**config.mk**
```make
export PLATFORM = sky130hd
export DESIGN_NAME = gray_counter
export DESIGN_NICKNAME = d
export VERILOG_FILES = /design/src/rtl/gray_counter.sv
export SDC_FILE = /design/constraint.sdc
export NUM_CORES = 1
export LEC_CHECK = 0
export CAP_MARGIN = 20
export CORE_AREA = 2 2 39 41
export DETAILED_ROUTE_END_ITERATION = 10
export DIE_AREA = 0 0 41 43
export PLACE_DENSITY_LB_ADDON = 0.12
export REMOVE_ABC_BUFFERS = 1
export SETUP_SLACK_MARGIN = 0.15
export SLEW_MARGIN = 20
export SYNTH_ARGS = -nofsm -noshare
export SYNTH_HDL_FRONTEND = slang
export SYNTH_SLANG_ARGS = --single-unit
```
**constraint.sdc**
```tcl
create_clock -name clk -period 2.2 [get_ports clk]
set_input_delay 0.22 -clock clk [delete_from_list [all_inputs] [get_ports clk]]
set_output_delay 0.22 -clock clk [all_outputs]
set_load 0.01 [all_outputs]
```
**src/rtl/gray_counter.sv**
```systemverilog
// gray_counter: registered up/down binary counter with a registered Gray-code
// output, synchronous load, one-cycle wrap pulse and terminal-count flag.
// Optional Gray-step checker is compiled in with GRAY_COUNTER_STEP_CHECK_EN.
module gray_counter #(
  parameter int unsigned      WIDTH = 4,
  parameter logic [WIDTH-1:0] INIT  = '0
) (
  input  logic             clk,
  input  logic             rst_n,
  input  logic             en,
  input  logic             up_dn,
  input  logic             load,
  input  logic [WIDTH-1:0] load_bin,
  output logic [WIDTH-1:0] bin_out,
  output logic [WIDTH-1:0] gray_out,
  output logic             wrap,
  output logic             tc,
  output logic             gray_err
);

  localparam logic [WIDTH-1:0] ALL_ONES  = '1;
  localparam logic [WIDTH-1:0] INIT_GRAY = INIT ^ (INIT >> 1);

  logic [WIDTH-1:0] r_bin;
  logic [WIDTH-1:0] r_gray;
  logic             r_wrap;

  logic [WIDTH-1:0] w_bin_next;
  logic [WIDTH-1:0] w_gray_next;
  logic             w_wrap_next;
  logic             w_step;

  // Count step happens only when enabled and not overridden by load.
  assign w_step = en & ~load;

  // Next binary value, its Gray encoding and the wrap condition.
  always_comb begin
    w_bin_next  = r_bin;
    w_wrap_next = 1'b0;
    if (load) begin
      w_bin_next = load_bin;
    end else if (en) begin
      if (up_dn) begin
        w_bin_next  = r_bin + WIDTH'(1);
        w_wrap_next = (r_bin == ALL_ONES);
      end else begin
        w_bin_next  = r_bin - WIDTH'(1);
        w_wrap_next = (r_bin == '0);
      end
    end
    w_gray_next = w_bin_next ^ (w_bin_next >> 1);
  end

  // Count, Gray and wrap registers; Gray is flopped from the next value so it
  // updates with the binary count and never decodes glitches from bin_out.
  always_ff @(posedge clk) begin
    if (!rst_n) begin
      r_bin  <= INIT;
      r_gray <= INIT_GRAY;
      r_wrap <= 1'b0;
    end else begin
      r_bin  <= w_bin_next;
      r_gray <= w_gray_next;
      r_wrap <= w_wrap_next;
    end
  end

  assign bin_out  = r_bin;
  assign gray_out = r_gray;
  assign wrap     = r_wrap;
  // Terminal count follows the live direction input.
  assign tc       = up_dn ? (r_bin == ALL_ONES) : (r_bin == '0);

`ifdef GRAY_COUNTER_STEP_CHECK_EN
  logic [WIDTH-1:0] r_prev_gray;
  logic             r_last_step;
  logic             r_gray_err;
  logic [WIDTH-1:0] w_diff;
  logic             w_bad_step;

  // After a count step exactly one Gray bit may have changed (nonzero power of two).
  assign w_diff     = r_gray ^ r_prev_gray;
  assign w_bad_step = r_last_step &&
                      ((w_diff == '0) || ((w_diff & (w_diff - WIDTH'(1))) != '0));

  // Previous-Gray history, step flag and sticky error.
  always_ff @(posedge clk) begin
    if (!rst_n) begin
      r_prev_gray <= INIT_GRAY;
      r_last_step <= 1'b0;
      r_gray_err  <= 1'b0;
    end else begin
      r_prev_gray <= r_gray;
      r_last_step <= w_step;
      if (w_bad_step) begin
        r_gray_err <= 1'b1;
      end
    end
  end

  assign gray_err = r_gray_err;
`else
  logic w_unused;
  assign w_unused = w_step;
  assign gray_err = 1'b0;
`endif

endmodule

```
==> qor.txt, run 1 <==
Outcome = completed
Buf+Inv Stages, Crit Path = 1
Clock Skew = 0.00253 ns
Clock latency on the worst-skew pair = 0.25 ns
Vias in the first global route = 414
Inst Count DP = 89
# IOs = 20
ANT cells = 0
Final wirelength = 1.10 mm
Global placement routability congestion = 0.774
Share of layout cells above drive strength 1 = 17.1%
CP cell instances = nand4_1 -> o21ai_0 -> clkdlybuf4s50_1
RSZ-0062 raised after global routing = false
Iteration-0 DRC Markers = 10
Yosys warns = 0
Die area = 1760 µm²
Drt drc = 0
Post-synth EDFFs = 0
DRT Pass-1 Iters = 4
Worst setup margin = 0.246 ns
Worst hold start = rst_n
# rows = 14
Setup TNS = 0 ns
Worst path required time = 1.98 ns
Core Region = 1380 µm²
Area grow syn2layout = 47.6%
Worst EP arrival = 1.73 ns
DR vias/cell = 5.28
Sinks on the clock net = 8
Clock tree buffer depth = 2
Slew Limit Fails = 0
Leak = 0.000313 µW
CP peak stage delay = 0.60 ns
Largest net degree at the start of global routing = 11
Hold Path Class = input port to flop
FILL cells = 129
Max H-tree Level = 1
Crit Path Category = flop to output port
Worst ir drop on vdd = 237 µV
Power Density = 583 nW/µm²
Placement Setup Slack = 0.0109 ns
Worst reg2reg path startpoint = bin_out[1]$_SDFF_PN0_
Global-route wire length before repair = 1.71 mm
Initial antenna violation count = 0
Minimum period implied by the final worst setup slack = 1.95 ns
Seq cells post-synth = 8
Largest cells by area after synthesis = dfxtp_1 32%, ha_1 5.0%, buf_4 4.5%, fa_1 4.0%, mux2i_1 4.0%
Slowest CP cell = clkdlybuf4s50_1
Root Buffer = clkbuf_4
CTS tree = built
Post-detail-place hpwl = 840 µm
DRT antenna net count = 0
Crit. Startpoint = bin_out[0]$_SDFF_PN0_
Leading area contributor after synthesis = dfxtp_1
Chip height = 43 µm
Post-synth top cells = 8 x dfxtp_1, 5 x nor2_1, 3 x buf_4
Nets = 90
Die X = 41 µm
Final period utilization = 88.8%
Max_cap viols = 0
Number of CTS-inserted buffers = 3
Synth Cell Area = 504 µm²
Maximum clock frequency = 512 MHz
Final setup vio count = 0
CP Max Fanout = 7
FFs w/ async S/R, synth = 0%
Post-synth cell types = 35
Gate count of the mapped netlist = 54
Total number of vias = 486
Reg clk slew, reported paths = 0.06 ns
Register area share after synthesis = 31.8%
Crit start category = flop
Critical path endpoint category = output port
Final hold violations = 0
Grt ovf = 0
Predominant post-synthesis flop cell = dfxtp_1
Synth top area share = 31.8%
Tot GR Track Use = 14.5%
Initial Utilization = 36.4%
Delay-heaviest family, CP = buffers and inverters
Input/output buffers = 18
Setup Buffers After CTS = 0
Mean routed wirelength per cell = 12.0 µm
Count leader, synth = dfxtp_1
Post-Syn Area per Cell = 9.34 µm²
Non-filler cells, final = 92
[routing by layer]
metal / share of wire [%] / GRT usage [%]
met5: 0 / 0
met3: 6.8 / 6.28
met4: 0.45 / 6.00
met2: 50 / 20.0
met1: 43 / 19.2
[sequential cells by signal, indices dropped and copies added, names as in the netlist]
register,cells
wrap,1
gray_out,3
bin_out,4
[cell usage in the layout, fill, tap and decap left out]
master,netlist,final
clkdlybuf4s50_1,0,18
dfxtp_1,8,8
nor2_1,5,5
buf_4,3,5
clkbuf_4,0,3
inv_1,2,2
o21ai_0,2,2
mux2i_1,2,2
xnor2_1,2,2
a21oi_1,2,2
ha_1,2,2
nand4_1,1,1
nor4_2,0,1
nand2_1,1,1
xor2_1,1,1
and4b_2,1,1
and2_1,1,1
a211oi_1,1,1
o21a_1,1,1
nor3_1,1,1
nand3_1,1,1
nor3b_1,1,1
nor4bb_1,1,1
o2bb2ai_1,1,1
a21o_1,1,1
or4b_1,1,1
nand3b_1,1,1
a221o_1,1,1
a22oi_1,1,1
nand3_2,1,1
mux2_4,1,1
mux2_2,1,1
or3_1,1,1
a31oi_1,1,1
fa_1,1,1
conb_1,1,1
[timing repair]
action	4_1_cts	5_1_grt
hold buffers	0	0
gates resized for setup	0	1
hold endpoints to repair	0	0
setup endpoints to repair	0	1
[cell families after synthesis]
kind of cell,after synthesis,synth area share [%]
mux,4,9.18
simple gates,18,22.6
flops,8,31.8
buf+inv,6,6.70
compound gates,11,14.9
other cells,1,0.744
xor+xnor,3,5.21
fa+ha+maj,3,8.93
[final cells by class]
type | count | area (µm²) | share of cell area, %
Timing Repair Buffer | 23 | 218 | 29.2
Sequential cell | 8 | 160 | 21.5
Multi-Input combinational cell | 40 | 317 | 42.5
Tap cell | 16 | 20.0 | 2.69
Clock buffer | 3 | 22.5 | 3.03
Inverter | 2 | 7.51 | 1.01
[through the flow]
step	total power, µW	cell area, µm²	utilization [%]	hold WS [ns]
floorplan	248	478	-	0.360
global route	463	744	53.8	0.613
global placement	325	716	51.7	0.772
CTS	435	738	53.3	0.601
detailed placement	324	716	51.7	0.772
finish	434	744	53.8	0.596
[worst reg2reg max path, cell delays in order, from the launching register on]
cell and delay [ns]:
dfxtp_1 0.45, ha_1 0.30, a21o_1 0.16, a221o_1 0.37, nand3_2 0.10, mux2_4 0.29
[power breakdown]
part,leakage (µW),switching (µW),internal (µW),total [µW]
Combinational,0.000233,59.0,89.4,148
Clock,0.0000138,48.2,62.3,111
Sequential,0.0000663,15.6,160,175
[path summary, 6_finish.rpt]
check,end,slack [ns],depth (start not counted)
worst max-delay path,tc,0.25,3
worst min-delay path,bin_out[2]$_SDFF_PN0_,0.60,2
worst max register to register,gray_out[2]$_SDFF_PN0_,0.42,5
worst min register to register,bin_out[0]$_SDFF_PN0_,0.80,3
Note: power is estimated with default switching activity, not from simulation.
==> run 2: changes to the inputs <==
Clock period 2.2 ns to 1.9 ns, I/O delays scaled along.
==> qor.txt, run 2 (same netlist as run 1, synthesis figures left out) <==
CP cell instances = fa_2 -> mux2_2 -> mux2i_1 -> buf_4 -> or3_1 -> a21oi_1
Clock tree buffer depth = 2
CP peak stage delay = 0.51 ns
Hold Path Class = input port to flop
Initial antenna violation count = 0
Nets = 94
Non-filler cells, final = 96
Placement Cell Area = 738 µm²
Initial Utilization = 36.4%
Iteration-0 DRC Markers = 4
Share of layout cells above drive strength 1 = 31.3%
Largest net degree at the start of global routing = 11
DRT antenna net count = 0
Tot GR Track Use = 17.1%
Sinks on the clock net = 8
Design Area, Final = 801 µm²
CTS tree = built
RSZ-0062 raised after global routing = true
ANT cells = 0
Crit Path Category = flop to flop
Power Density = 660 nW/µm²
Delay-heaviest family, CP = adder cells
FILL cells = 141
Most frequent cells in the layout = 16 x clkdlybuf4s50_1, 9 x buf_4, 5 x nor2_1
CP Max Fanout = 6
Slew Limit Fails = 0
Leak = 0.000341 µW
# rows = 14
Drt drc = 0
Final hold violations = 0
Max_cap viols = 0
Die X = 41 µm
Final period utilization = 89.6%
Crit start category = flop
Root Buffer = clkbuf_4
Worst EP arrival = 1.89 ns
Vias in the first global route = 464
Reg clk slew, reported paths = 0.06 ns
Critical path endpoint category = flop
Area grow syn2layout = 58.8%
Global-route wire length before repair = 1.97 mm
Die area = 1760 µm²
Final wirelength = 1.17 mm
Outcome = completed
Total number of vias = 509
Core Region = 1380 µm²
Max reg flops = 4
Mean routed wirelength per cell = 12.2 µm
Grt ovf = 0
Max H-tree Level = 1
Number of CTS-inserted buffers = 3
Final setup vio count = 0
Slowest CP cell = fa_2
DR vias/cell = 5.30
Input/output buffers = 18
Worst path required time = 2.09 ns
Chip height = 43 µm
# IOs = 20
Worst ir drop on vdd = 261 µV
Buf+Inv Stages, Crit Path = 1
Maximum clock frequency = 588 MHz
DRT Pass-1 Iters = 4
Inst Count DP = 92
Hold slack = 0.567 ns
Clock latency on the worst-skew pair = 0.25 ns
Post-detail-place hpwl = 895 µm
Minimum period implied by the final worst setup slack = 1.70 ns
Clock Skew = 0.000452 ns
Global placement routability congestion = 0.750
Commonest non-fill, non-tap cell in the layout = clkdlybuf4s50_1
## run 2: changes by cell type in the layout (fill, tap and decap cells not counted), sizes merged
cell / before / now
clkdlybuf4s50: 18 / 16
dlygate4sd2: 0 / 2
buf: 5 / 9
## run 2: routing by layer
metal  part of all wire (%)  GRT usage, %
met1                     41          20.5
met2                     51          25.0
met3                    5.7          6.28
met4                    2.0          10.0
met5                      0             0
## run 2: cell type report
cell class                 count  area (µm²)  area share (%)
clock buffer                   3        22.5            2.81
inverter                       2        7.51           0.938
multi-input combinational     40         338            42.2
sequential                     8         168            20.9
tap                           16        20.0            2.50
timing repair buffer          27         245            30.6
## run 2: path summary, 6_finish.rpt
check	from	to	slack, ns	cells past startpoint
hold / removal	rst_n	bin_out[2]$_SDFF_PN0_	0.57	2
setup / recovery	bin_out[1]$_SDFF_PN0_	gray_out[1]$_SDFF_PN0_	0.20	6
setup reg to reg	bin_out[1]$_SDFF_PN0_	gray_out[1]$_SDFF_PN0_	0.20	6
hold reg to reg	bin_out[3]$_SDFF_PN0_	bin_out[3]$_SDFF_PN0_	0.75	3
## run 2: repair_timing
| item | 4_1_cts | 5_1_grt |
|---|---|---|
| hold endpoints to repair | 0 | 0 |
| buffers inserted | 1 | 0 |
| gates resized for setup | 8 | 4 |
| setup endpoints to repair | 5 | 2 |
| pin swaps | 4 | 2 |
| hold buffers | 0 | 0 |
## run 2: stage by stage
stage / util [%] / total power [µW] / TNS, ns / worst slack [ns]
2_1_floorplan: - / 287 / 0 / 0.176
3_3_place_gp: 53.3 / 385 / -0.861 / -0.268
5_1_grt: 57.9 / 568 / 0 / 0.147
6_report: 57.9 / 529 / 0 / 0.198
3_5_place_dp: 53.3 / 387 / -0.924 / -0.274
4_1_cts: 57.4 / 533 / 0 / 0.175
## run 2: where the power goes
part	switching, µW	internal (µW)
logic	78.6	117
registers	14.2	186
clock network	60.5	72.5
==> run 3: changes to the inputs <==
Settings changed: SETUP_SLACK_MARGIN 0.15 to 0.5.
==> qor.txt, run 3 (same netlist as run 1, synthesis figures left out) <==
Outcome = completed
Max_cap viols = 0
Die area = 1760 µm²
Fin util = 61.1%
Largest net degree at the start of global routing = 11
Die X = 41 µm
Total number of vias = 520
Area grow syn2layout = 67.7%
Final wirelength = 1.27 mm
Inst Count DP = 92
Max H-tree Level = 1
Slew Limit Fails = 0
Tot GR Track Use = 18.8%
# rows = 14
Global-route wire length before repair = 2.13 mm
Reg clk slew, reported paths = 0.06 ns
Initial antenna violation count = 0
Power Density = 646 nW/µm²
Placement Cell Area = 738 µm²
Hold Path Class = input port to flop
Hold-fix buffers, CTS = 0
DR vias/cell = 5.20
Most frequent cells in the layout = 11 x clkdlybuf4s50_1, 11 x buf_4, 5 x nor2_1
Crit Path Category = input port to flop
Critical path endpoint category = flop
Clock tree buffer depth = 2
Leak = 0.000403 µW
Core Region = 1380 µm²
Sinks on the clock net = 8
Mean routed wirelength per cell = 12.7 µm
FF/Latch Area = 170 µm²
DRT Pass-1 Iters = 4
Root Buffer = clkbuf_4
Post-detail-place hpwl = 895 µm
Design Area, Final = 846 µm²
Worst path required time = 2.04 ns
# IOs = 20
Drt drc = 0
Final period utilization = 90.6%
Total power = 547 µW
Vias in the first global route = 500
Worst ir drop on vdd = 267 µV
ANT cells = 0
Number of CTS-inserted buffers = 3
Maximum clock frequency = 581 MHz
Met3 wire length = 59 µm
Input/output buffers = 18
Clock Skew = 0.00277 ns
Share of layout cells above drive strength 1 = 39.3%
RSZ-0062 raised after global routing = true
FILL cells = 132
Max reg flops = 4
Iteration-0 DRC Markers = 7
Crit start category = input port
CTS tree = built
DRT antenna net count = 0
Top layer in use = met4
Metal1 wirelength = 509 µm
Hold slack = 0.455 ns
Chip height = 43 µm
Met2 routed WL = 671 µm
Clock latency on the worst-skew pair = 0.25 ns
Nets = 98
CP Max Fanout = 4
Non-filler cells, final = 100
Worst EP arrival = 1.86 ns
Initial Utilization = 36.4%
Multi-input logic area = 345 µm²
Grt ovf = 0
Global placement routability congestion = 0.750
Minimum period implied by the final worst setup slack = 1.72 ns
Final hold violations = 0
Final setup vio count = 0
==> run 3: changes by cell type in the layout (fill, tap and decap cells not counted), sizes merged <==
cell,delta
dlygate4sd2,+2
dlymetal6s2s,+2
clkdlybuf4s50,-5
buf,+5
==> run 3: stage by stage <==
step                      setup slack, ns  setup TNS (ns)
final                               0.179               0
after global routing                0.139               0
after CTS                           0.213               0
after detailed placement           -0.274          -0.924
after global placement             -0.268          -0.861
after floorplan                     0.176               0
==> run 3: repair_timing <==
item / CTS / global route
buffers inserted: 4 / 1
resized for setup: 17 / 11
setup endpoints to repair: 12 / 8
endpoints found under the hold margin: 0 / 0
pin swaps: 6 / 5
==> run 3: layout make-up <==
type	count	share of cell area, %
clock buffers	3	2.66
well taps	16	2.37
repair buffers	31	33.1
inverters	2	0.888
multi-input cells	40	40.8
flip-flops and latches	8	20.1
==> run 3: worst max-delay path, stage by stage <==
cell           delay, ns
dlygate4sd2_1       0.25
buf_4               0.14
or4b_4              0.51
a221o_1             0.37
nand3_2             0.10
mux2_4              0.30
==> run 3: worst paths after layout <==
path | startpoint | to | slack, ns | depth (start not counted)
hold reg to reg | bin_out[3]$_SDFF_PN0_ | bin_out[3]$_SDFF_PN0_ | 0.75 | 3
setup / recovery | up_dn | gray_out[2]$_SDFF_PN0_ | 0.18 | 6
hold / removal | en | wrap$_SDFF_PP0_ | 0.45 | 3
setup reg to reg | bin_out[3]$_SDFF_PN0_ | gray_out[2]$_SDFF_PN0_ | 0.18 | 4
==> run 3: routing by layer <==
metal | vias up | GRT usage (%)
li1 | 259 | -
met1 | 242 | 20.8
met2 | 15 | 29.7
met3 | 4 | 6.28
met4 | 0 | 10.0
met5 | - | 0
==> run 3: power breakdown <==
group	switching, µW	total (µW)	internal [µW]	leakage [µW]
combinational	88.7	218	129	0.000321
sequential	11.1	197	186	0.0000681
clock	59.5	132	72.4	0.0000138
